`src/rtl/div_tick_ctrl.sv`:
```
// Tap selector, resynchronizer and tick generator for the 18-stage ripple divider.
// Emits one-cycle clock enables on rising edges of the selected tap.
module div_tick_ctrl #(
  parameter int TAPS        = 18,
  parameter int CNT_W       = 8,
  parameter int SYNC_STAGES = 2
) (
  input  logic             clk,
  input  logic             rst,
  input  logic [TAPS-1:0]  div_q,
  input  logic             cfg_valid,
  output logic             cfg_ready,
  input  logic [4:0]       cfg_tap,
  input  logic [CNT_W-1:0] cfg_count,
  input  logic             start,
  input  logic             stop,
  output logic             tick,
  output logic             done,
  output logic             busy,
  output logic             tap_err
);

  typedef enum logic [1:0] {
    IDLE,
    SETTLE,
    RUN
  } state_t;

  state_t state_q, state_d;

  logic [4:0]             tap_q, tap_d;
  logic [CNT_W-1:0]       cnt_q, cnt_d;
  logic [CNT_W-1:0]       rem_q, rem_d;
  logic [7:0]             settle_q, settle_d;
  logic [SYNC_STAGES-1:0] sync_q;
  logic                   hist_q;
  logic                   tap_bit;
  logic                   rise;
  logic                   cfg_bad;
  logic                   counted;
  logic                   finish;
  logic                   tick_d, done_d, err_d;

  assign tap_bit   = div_q[tap_q];
  assign rise      = sync_q[SYNC_STAGES-1] & ~hist_q;
  assign cfg_bad   = cfg_valid && (int'(cfg_tap) >= TAPS);
  assign counted   = (cnt_q != '0);
  // Last counted tick is showing now; leave RUN on the next edge.
  assign finish    = tick && counted && (rem_q == '0);
  assign cfg_ready = (state_q == IDLE);
  assign busy      = (state_q != IDLE);

  always_comb begin
    state_d  = state_q;
    tap_d    = tap_q;
    cnt_d    = cnt_q;
    rem_d    = rem_q;
    settle_d = settle_q;
    tick_d   = 1'b0;
    done_d   = 1'b0;
    err_d    = 1'b0;
    unique case (state_q)
      IDLE: begin
        if (cfg_valid) begin
          if (cfg_bad) begin
            err_d = 1'b1;
          end else begin
            tap_d = cfg_tap;
            cnt_d = cfg_count;
          end
        end
        if (start && !cfg_bad) begin
          state_d  = SETTLE;
          settle_d = '0;
          rem_d    = cfg_valid ? cfg_count : cnt_q;
        end
      end
      // Old-tap samples drain out of the chain before RUN looks at it.
      SETTLE: begin
        if (stop) begin
          state_d = IDLE;
        end else if (settle_q == 8'(SYNC_STAGES)) begin
          state_d = RUN;
        end else begin
          settle_d = settle_q + 8'd1;
        end
      end
      RUN: begin
        if (stop) begin
          state_d = IDLE;
        end else if (finish) begin
          state_d = IDLE;
          done_d  = 1'b1;
        end else if (rise) begin
          tick_d = 1'b1;
          if (counted) rem_d = rem_q - CNT_W'(1);
        end
      end
      default: state_d = IDLE;
    endcase
  end

  always_ff @(posedge clk) begin
    if (rst) begin
      state_q  <= IDLE;
      tap_q    <= '0;
      cnt_q    <= '0;
      rem_q    <= '0;
      settle_q <= '0;
      sync_q   <= '0;
      hist_q   <= 1'b0;
      tick     <= 1'b0;
      done     <= 1'b0;
      tap_err  <= 1'b0;
    end else begin
      state_q  <= state_d;
      tap_q    <= tap_d;
      cnt_q    <= cnt_d;
      rem_q    <= rem_d;
      settle_q <= settle_d;
      sync_q   <= {sync_q[SYNC_STAGES-2:0], tap_bit};
      hist_q   <= sync_q[SYNC_STAGES-1];
      tick     <= tick_d;
      done     <= done_d;
      tap_err  <= err_d;
    end
  end

endmodule

```
`config.mk`:
```
export PLATFORM = sky130hd
export DESIGN_NAME = div_tick_ctrl
export DESIGN_NICKNAME = d
export VERILOG_FILES = /design/src/rtl/div_tick_ctrl.sv
export SDC_FILE = /design/constraint.sdc
export NUM_CORES = 1
export LEC_CHECK = 0
export ABC_AREA = 0
export CAP_MARGIN = 20
export CELL_PAD_IN_SITES_DETAIL_PLACEMENT = 1
export CELL_PAD_IN_SITES_GLOBAL_PLACEMENT = 1
export CORE_MARGIN = 2
export CORE_UTILIZATION = 34
export DETAILED_ROUTE_END_ITERATION = 8
export MAX_ROUTING_LAYER = met4
export PLACE_DENSITY = 0.76
export SLEW_MARGIN = 30
export SYNTH_ARGS = -nofsm -noshare
export SYNTH_HDL_FRONTEND = slang
export SYNTH_SLANG_ARGS = --single-unit
```
`constraint.sdc`:
```
create_clock -name clk -period 1.8 [get_ports clk]
set_clock_uncertainty 0.05 [all_clocks]
set_input_delay 0.36 -clock clk [delete_from_list [all_inputs] [get_ports clk]]
set_output_delay 0.36 -clock clk [all_outputs]
set_load 0.05 [all_outputs]
```
==> results of run 1 <==
-- logic make-up after synthesis --
family          Yosys count  share of synthesized area, %
compound gates           41                          13.4
xor+xnor                  5                          2.22
fa+ha+maj                 4                          2.54
buf+inv                  15                          3.05
flops                    37                          37.6
mux                      28                          15.6
simple gates             98                          25.5
-- layout by cell type, fill, tap and decap left out, types with 4 or more instances in the layout --
cell	n
o21ai_0	10
nand2_1	14
mux2i_1	24
nor4_1	5
nand3_1	4
nor2_1	31
clkbuf_8	5
nand2b_1	9
a21oi_1	8
a21oi_2	4
nor3_1	9
dfxtp_1	35
inv_1	4
nor2b_1	8
a211oi_1	4
buf_4	42
clkdlybuf4s50_1	32
nand4_1	4
-- power by group through the flow --
stage	logic [W]	registers (W)	clock network (W)
floorplan	0.000222	0.000899	0
global placement	0.000427	0.000905	0
detailed placement	0.000438	0.000907	0
CTS	0.000475	0.000889	0.000879
global route	0.000522	0.000898	0.000915
finish	0.000483	0.000893	0.000864
-- state kept, by name, summed over array words and instances (netlist names), 2 cells and up --
signal / cells
state_q: 2
settle_q: 8
sync_q: 2
rem_q: 8
tap_q: 5
cnt_q: 8
-- metal layers --
metal  up-vias  global-route usage, %  routed length [um]
li1        973                      -                   -
met1       980                   26.1                2830
met2        45                   34.8                3100
met3         9                   4.16                 291
met4         0                   6.95                  86
met5         -                      -                   0
-- worst min path at each step --
stage / slack [ps] / to / start / depth (start not counted)
final: 350 / tap_q[2]$_SDFFE_PP0P_ / cfg_tap[2] / 3
after CTS: 410 / sync_q[1]$_SDFF_PP0_ / sync_q[0]$_SDFF_PP0_ / 1
after global routing: 370 / tap_q[2]$_SDFFE_PP0P_ / cfg_tap[2] / 3
after global placement: 370 / tick$_SDFF_PP0_ / hist_q$_SDFF_PP0_ / 1
after detailed placement: 370 / tick$_SDFF_PP0_ / hist_q$_SDFF_PP0_ / 1
after floorplan: 350 / tick$_SDFF_PP0_ / hist_q$_SDFF_PP0_ / 1
-- area by class of cell --
cell class	count	area share, %
clock buffers	5	2.31
clock inverters	3	2.18
inverters	5	0.629
multi-input cells	176	42.3
flip-flops and latches	37	24.9
well taps	72	3.02
repair buffers	81	24.7
-- worst max-delay path, stage by stage, from the launching register on --
cell and delay [ps]:
dfxtp_2 330, inv_2 80, ha_4 130, or4b_4 470
o41a_4 410, or2_1 250, mux2i_1 170, nor2_1 50
-- metrics by stage --
step	hold slack (ps)	TNS, ps	util, %
after floorplan	349	-148	-
after global placement	370	-4440	48.8
after detailed placement	374	-5410	48.8
after CTS	410	-1330	53.1
after global routing	374	-2090	53.8
final	351	-1470	53.8
-- timing repair --
action                     4_1_cts  5_1_grt
pin swaps                        4        5
setup endpoints to repair       15       18
setup buffers                    5        1
resized for setup               15        9
==> out/results.tsv, run 1 <==
metric	value	unit
status	finished, violations left	
failing checks	negative setup slack	
pre-CTS setup slack	-339	ps
Worst Setup Path Type	register to register	
reg-to-reg startpoint	settle_q[0]$_SDFFE_PP0P_	
first-pass GRT wire length	10300	um
Sw Pwr	0.000567	W
Area growth syn-to-layout	51.4	%
detailed-route via count	2007	
post-synth top area cell	dfxtp_1	
Hold Vio Cnt, Final	0	
most common flop cell mapped by yosys	dfxtp_1	
part of the power in the clock network	38.6	%
worst vdd ir	0.000393	V
row cnt	27	
worst-path maximum fanout	5	
Max Cap Viol	0	
Initial DRC Count	47	
routed wire length	6310	um
Sequential Power Share	39.9	%
synth cell count leaders	dfxtp_1 (37), nor2_1 (32), mux2i_1 (24)	
CTS tree	done	
worst setup path start	settle_q[0]$_SDFFE_PP0P_	
Design Area, Final	2980	um^2
CTS Sinks	37	
Post-route DRC	0	
combinational share of power	21.6	%
drt first pass iters	4	
maximum clock path buffer count	2	
Clock Pin Slew Worst Setup and Hold Paths	70	ps
initial antenna violation count	0	
Final #Nets	346	
switch share	25.3	%
Final WS setup	-243	ps
max frequency	489	MHz
initial core utilization	35.5	%
Critical Path End	settle_q[1]$_SDFFE_PP0P_	
placed cell area	2700	um^2
Yosys warnings	0	
vias in the first global route	2070	
Max Slew Vio Count	0	
async set-reset flop share out of synthesis	0	%
worst-margin pin slew	526	ps
register area	743	um^2
post-synthesis register bit count	37	
Reg2Reg Depth	7	
ant diodes	0	
H-tree depth	2	
IO Count	41	
Pleak	1.25	nW
Hold Buf Count CTS	0	
max_slew headroom	64.6	%
r2r setup slk	-240	ps
hpwl dp	4500	um
post-synthesis cell area	1970	um^2
Inst Count DP	365	
Final Non-Filler Cells	379	
arrival time worst endpoint	2190	ps
WL/cell	16.7	um
top-count cell post-synth	dfxtp_1	
Yosys top cell area share	37.6	%
Pwr Density	752	nW/um^2
post-synthesis cell count	228	
Die Area	6420	um^2
multi-input logic area	1260	um^2
Die Y-Extent	80.1	um
RR Endpoint	settle_q[1]$_SDFFE_PP0P_	
Distinct cells, synth	40	
Post-DRT Antenna Nets	0	
Tot Pwr	0.00224	W
largest net degree at the start of global routing	14	
share of cells above drive strength 1	25.1	%
largest cells by area after synthesis	dfxtp_1 (38%), mux2i_1 (12%), nor2_1 (6.1%)	
RSZ-0062 raised after global routing	true	
clk_lat worst skew	300	ps
HP Class	primary input to register	
EDFF count, synth	0	
DIE WIDTH	80.1	um
Final GP Congestion	0.827	
Fill cells	649	
minimum clock period	2040	ps
Post-Synthesis Mean Instance Area	8.64	um^2
vias per cell	5.30	
Tot GR Track Use	21.2	%
TritonCTS buffer count	5	
syn nets	268	
crit start category	register	
worst endpoint required time	1940	ps
global route overflow	0	
total core area	5540	um^2
Root Driver	clkbuf_8	
fin crit share	114	%
Internal	0.00167	W
register area share after synthesis	37.6	%
Worst setup EP type	register	
Final Setup Violations	9	
# port buffers	40	
(Power assumes the default switching activity.)
==> inputs of run 2 (changes only) <==
- ABC_AREA: 0 -> 1
- CORE_UTILIZATION: 34 -> 32
==> run 2 against run 1 <==
  * The flow now finishes without violations
  * Final area decreased by 5.4%
  * Setup slack improved by 360 ps
  * Cell count increased by 21%
  * Sequential cell count unchanged
  * Combinational power increased by 12%
  * Clock power increased by 3.7%
  * Maximum frequency increased by 21%
  * Largest cell class unchanged
  * Highest routed layer unchanged
==> out/results.tsv, run 2 <==
metric	value	unit
status	finished clean	
worst-path maximum fanout	5	
post-synthesis register bit count	37	
Worst setup EP type	primary output	
max_slew headroom	67.3	%
CP max stage delay	390	ps
biggest regs	cnt_q: 8 flops, rem_q: 8 flops, settle_q: 8 flops	
Hold Vio Cnt, Final	0	
most frequent cells in the layout	nor2_1 (60), nand2_1 (58), dfxtp_1 (37), inv_1 (35), clkdlybuf4s50_1 (35)	
TNS Setup	0	ps
Fill cells	816	
H-tree depth	2	
HP Class	register to register	
Yosys warnings	0	
worst endpoint required time	1390	ps
clk_lat worst skew	300	ps
Worst Setup Path Type	register to primary output	
Post-DRT Antenna Nets	0	
Final GP Congestion	0.856	
Distinct cells, synth	29	
drt first pass iters	4	
async set-reset flop share out of synthesis	0	%
DIE WIDTH	85.2	um
WL met2	3100	um
CP top delay family	flip-flops	
Inst Count DP	449	
Final #Nets	419	
met1 wire length	2980	um
Root Driver	clkbuf_8	
fin crit share	93.6	%
hold_ws	363	ps
worst-path cell chain	nor2_4 > buf_4 > inv_1 > buf_4	
routed wire length	6470	um
Clock Pin Slew Worst Setup and Hold Paths	90	ps
Area growth syn-to-layout	33.6	%
post-synthesis cell area	2110	um^2
total core area	6350	um^2
row cnt	29	
maximum clock path buffer count	2	
crit start category	register	
arrival time worst endpoint	1270	ps
top-count cell post-synth	nor2_1	
initial antenna violation count	0	
WL/cell	14.2	um
synth cell count leaders	nor2_1 (60), nand2_1 (58), dfxtp_1 (37)	
first-pass GRT wire length	11200	um
most common flop cell mapped by yosys	dfxtp_1	
detailed-route via count	2273	
vias per cell	4.97	
IO Count	41	
Post-route DRC	0	
multi-input logic area	1160	um^2
CTS Sinks	37	
global route overflow	0	
TritonCTS buffer count	5	
Die Area	7270	um^2
post-layout util	44.4	%
post-synth top area cell	dfxtp_1	
Crit path buffers/inverters	3	
Initial DRC Count	53	
share of cells above drive strength 1	12.6	%
Tot GR Track Use	19.6	%
top layer in use	met4	
vias in the first global route	2369	
initial core utilization	33.3	%
Final Setup Violations	0	
largest cells by area after synthesis	dfxtp_1 (35%), nor2_1 (11%), nand2_1 (10%)	
minimum clock period	1680	ps
Critical-path top delay cell	dfxtp_1	
setup bufs post-CTS	0	
PostCTS Resize Cnt	0	
CTS tree	done	
Max Slew Vio Count	0	
Pleak	1.23	nW
hpwl dp	5030	um
Die Y-Extent	85.2	um
worst-margin pin slew	487	ps
EDFF count, synth	0	
Max Cap Viol	0	
Crit path top cell by count	buf_4	
Yosys top cell area share	35.1	%
post-synthesis cell count	329	
Pwr Density	834	nW/um^2
most common cell after layout, fill and taps aside	nor2_1	
syn nets	369	
Hold Buf Count CTS	0	
worst vdd ir	0.000314	V
Final Non-Filler Cells	457	
pre-CTS setup slack	-102	ps
max frequency	594	MHz
largest net degree at the start of global routing	27	
# port buffers	40	
register area	741	um^2
Post-Synthesis Mean Instance Area	6.42	um^2
RSZ-0062 raised after global routing	false	
Final WS setup	115	ps
met3 wire length	274	um
ant diodes	0	
register area share after synthesis	35.1	%
[run 2: layout make-up]
cell class              count  share of cell area (%)
repair buffers             52                    18.3
well taps                  77                    3.41
flip-flops and latches     37                    26.3
multi-input cells         238                    41.2
inverters                  45                    5.99
clock inverters             3                    2.44
clock buffers               5                    2.44
[run 2: per-layer routing]
layer / vias to the layer above / global-route usage, %
met4: 0 / 6.64
met1: 1053 / 23.0
li1: 1158 / -
met2: 49 / 33.9
met5: - / -
met3: 13 / 3.31
[run 2: tightest hold or removal path: cells and delay by family, from the launching register on]
family        cells  cell delay [ps]
buf+inv           1               40
flops             1              310
simple gates      1               30
[run 2: metrics by stage]
stage               power (W)  area (um^2)
floorplan             0.00126         2110
global route          0.00250         2820
finish                0.00235         2820
detailed placement    0.00147         2680
CTS                   0.00237         2820
global placement      0.00146         2680
[run 2: cell families after synthesis]
kind of cell / count (synthesis) / share of synthesized area, %
buffers and inverters: 54 / 10.1
AOI/OAI and AO/OA: 64 / 16.0
DFF: 37 / 35.1
adders and majority gates: 4 / 2.37
and+or+nand+nor: 170 / 36.4
[run 2: final timing paths]
check | from | to | slack (ps) | depth (start not counted)
min | sync_q[0]$_SDFF_PP0_ | sync_q[1]$_SDFF_PP0_ | 360 | 2
max reg2reg | state_q[1]$_SDFFE_PP0P_ | tick$_SDFF_PP0_ | 150 | 4
max | state_q[0]$_SDFFE_PP0P_ | busy | 120 | 4
min reg2reg | sync_q[0]$_SDFF_PP0_ | sync_q[1]$_SDFF_PP0_ | 360 | 2
[run 2: where the power goes]
| group | internal, W | switching [W] |
|---|---|---|
| clock | 0.000558 | 0.000337 |
| combinational | 0.000235 | 0.000306 |
| sequential | 0.000874 | 0.0000427 |
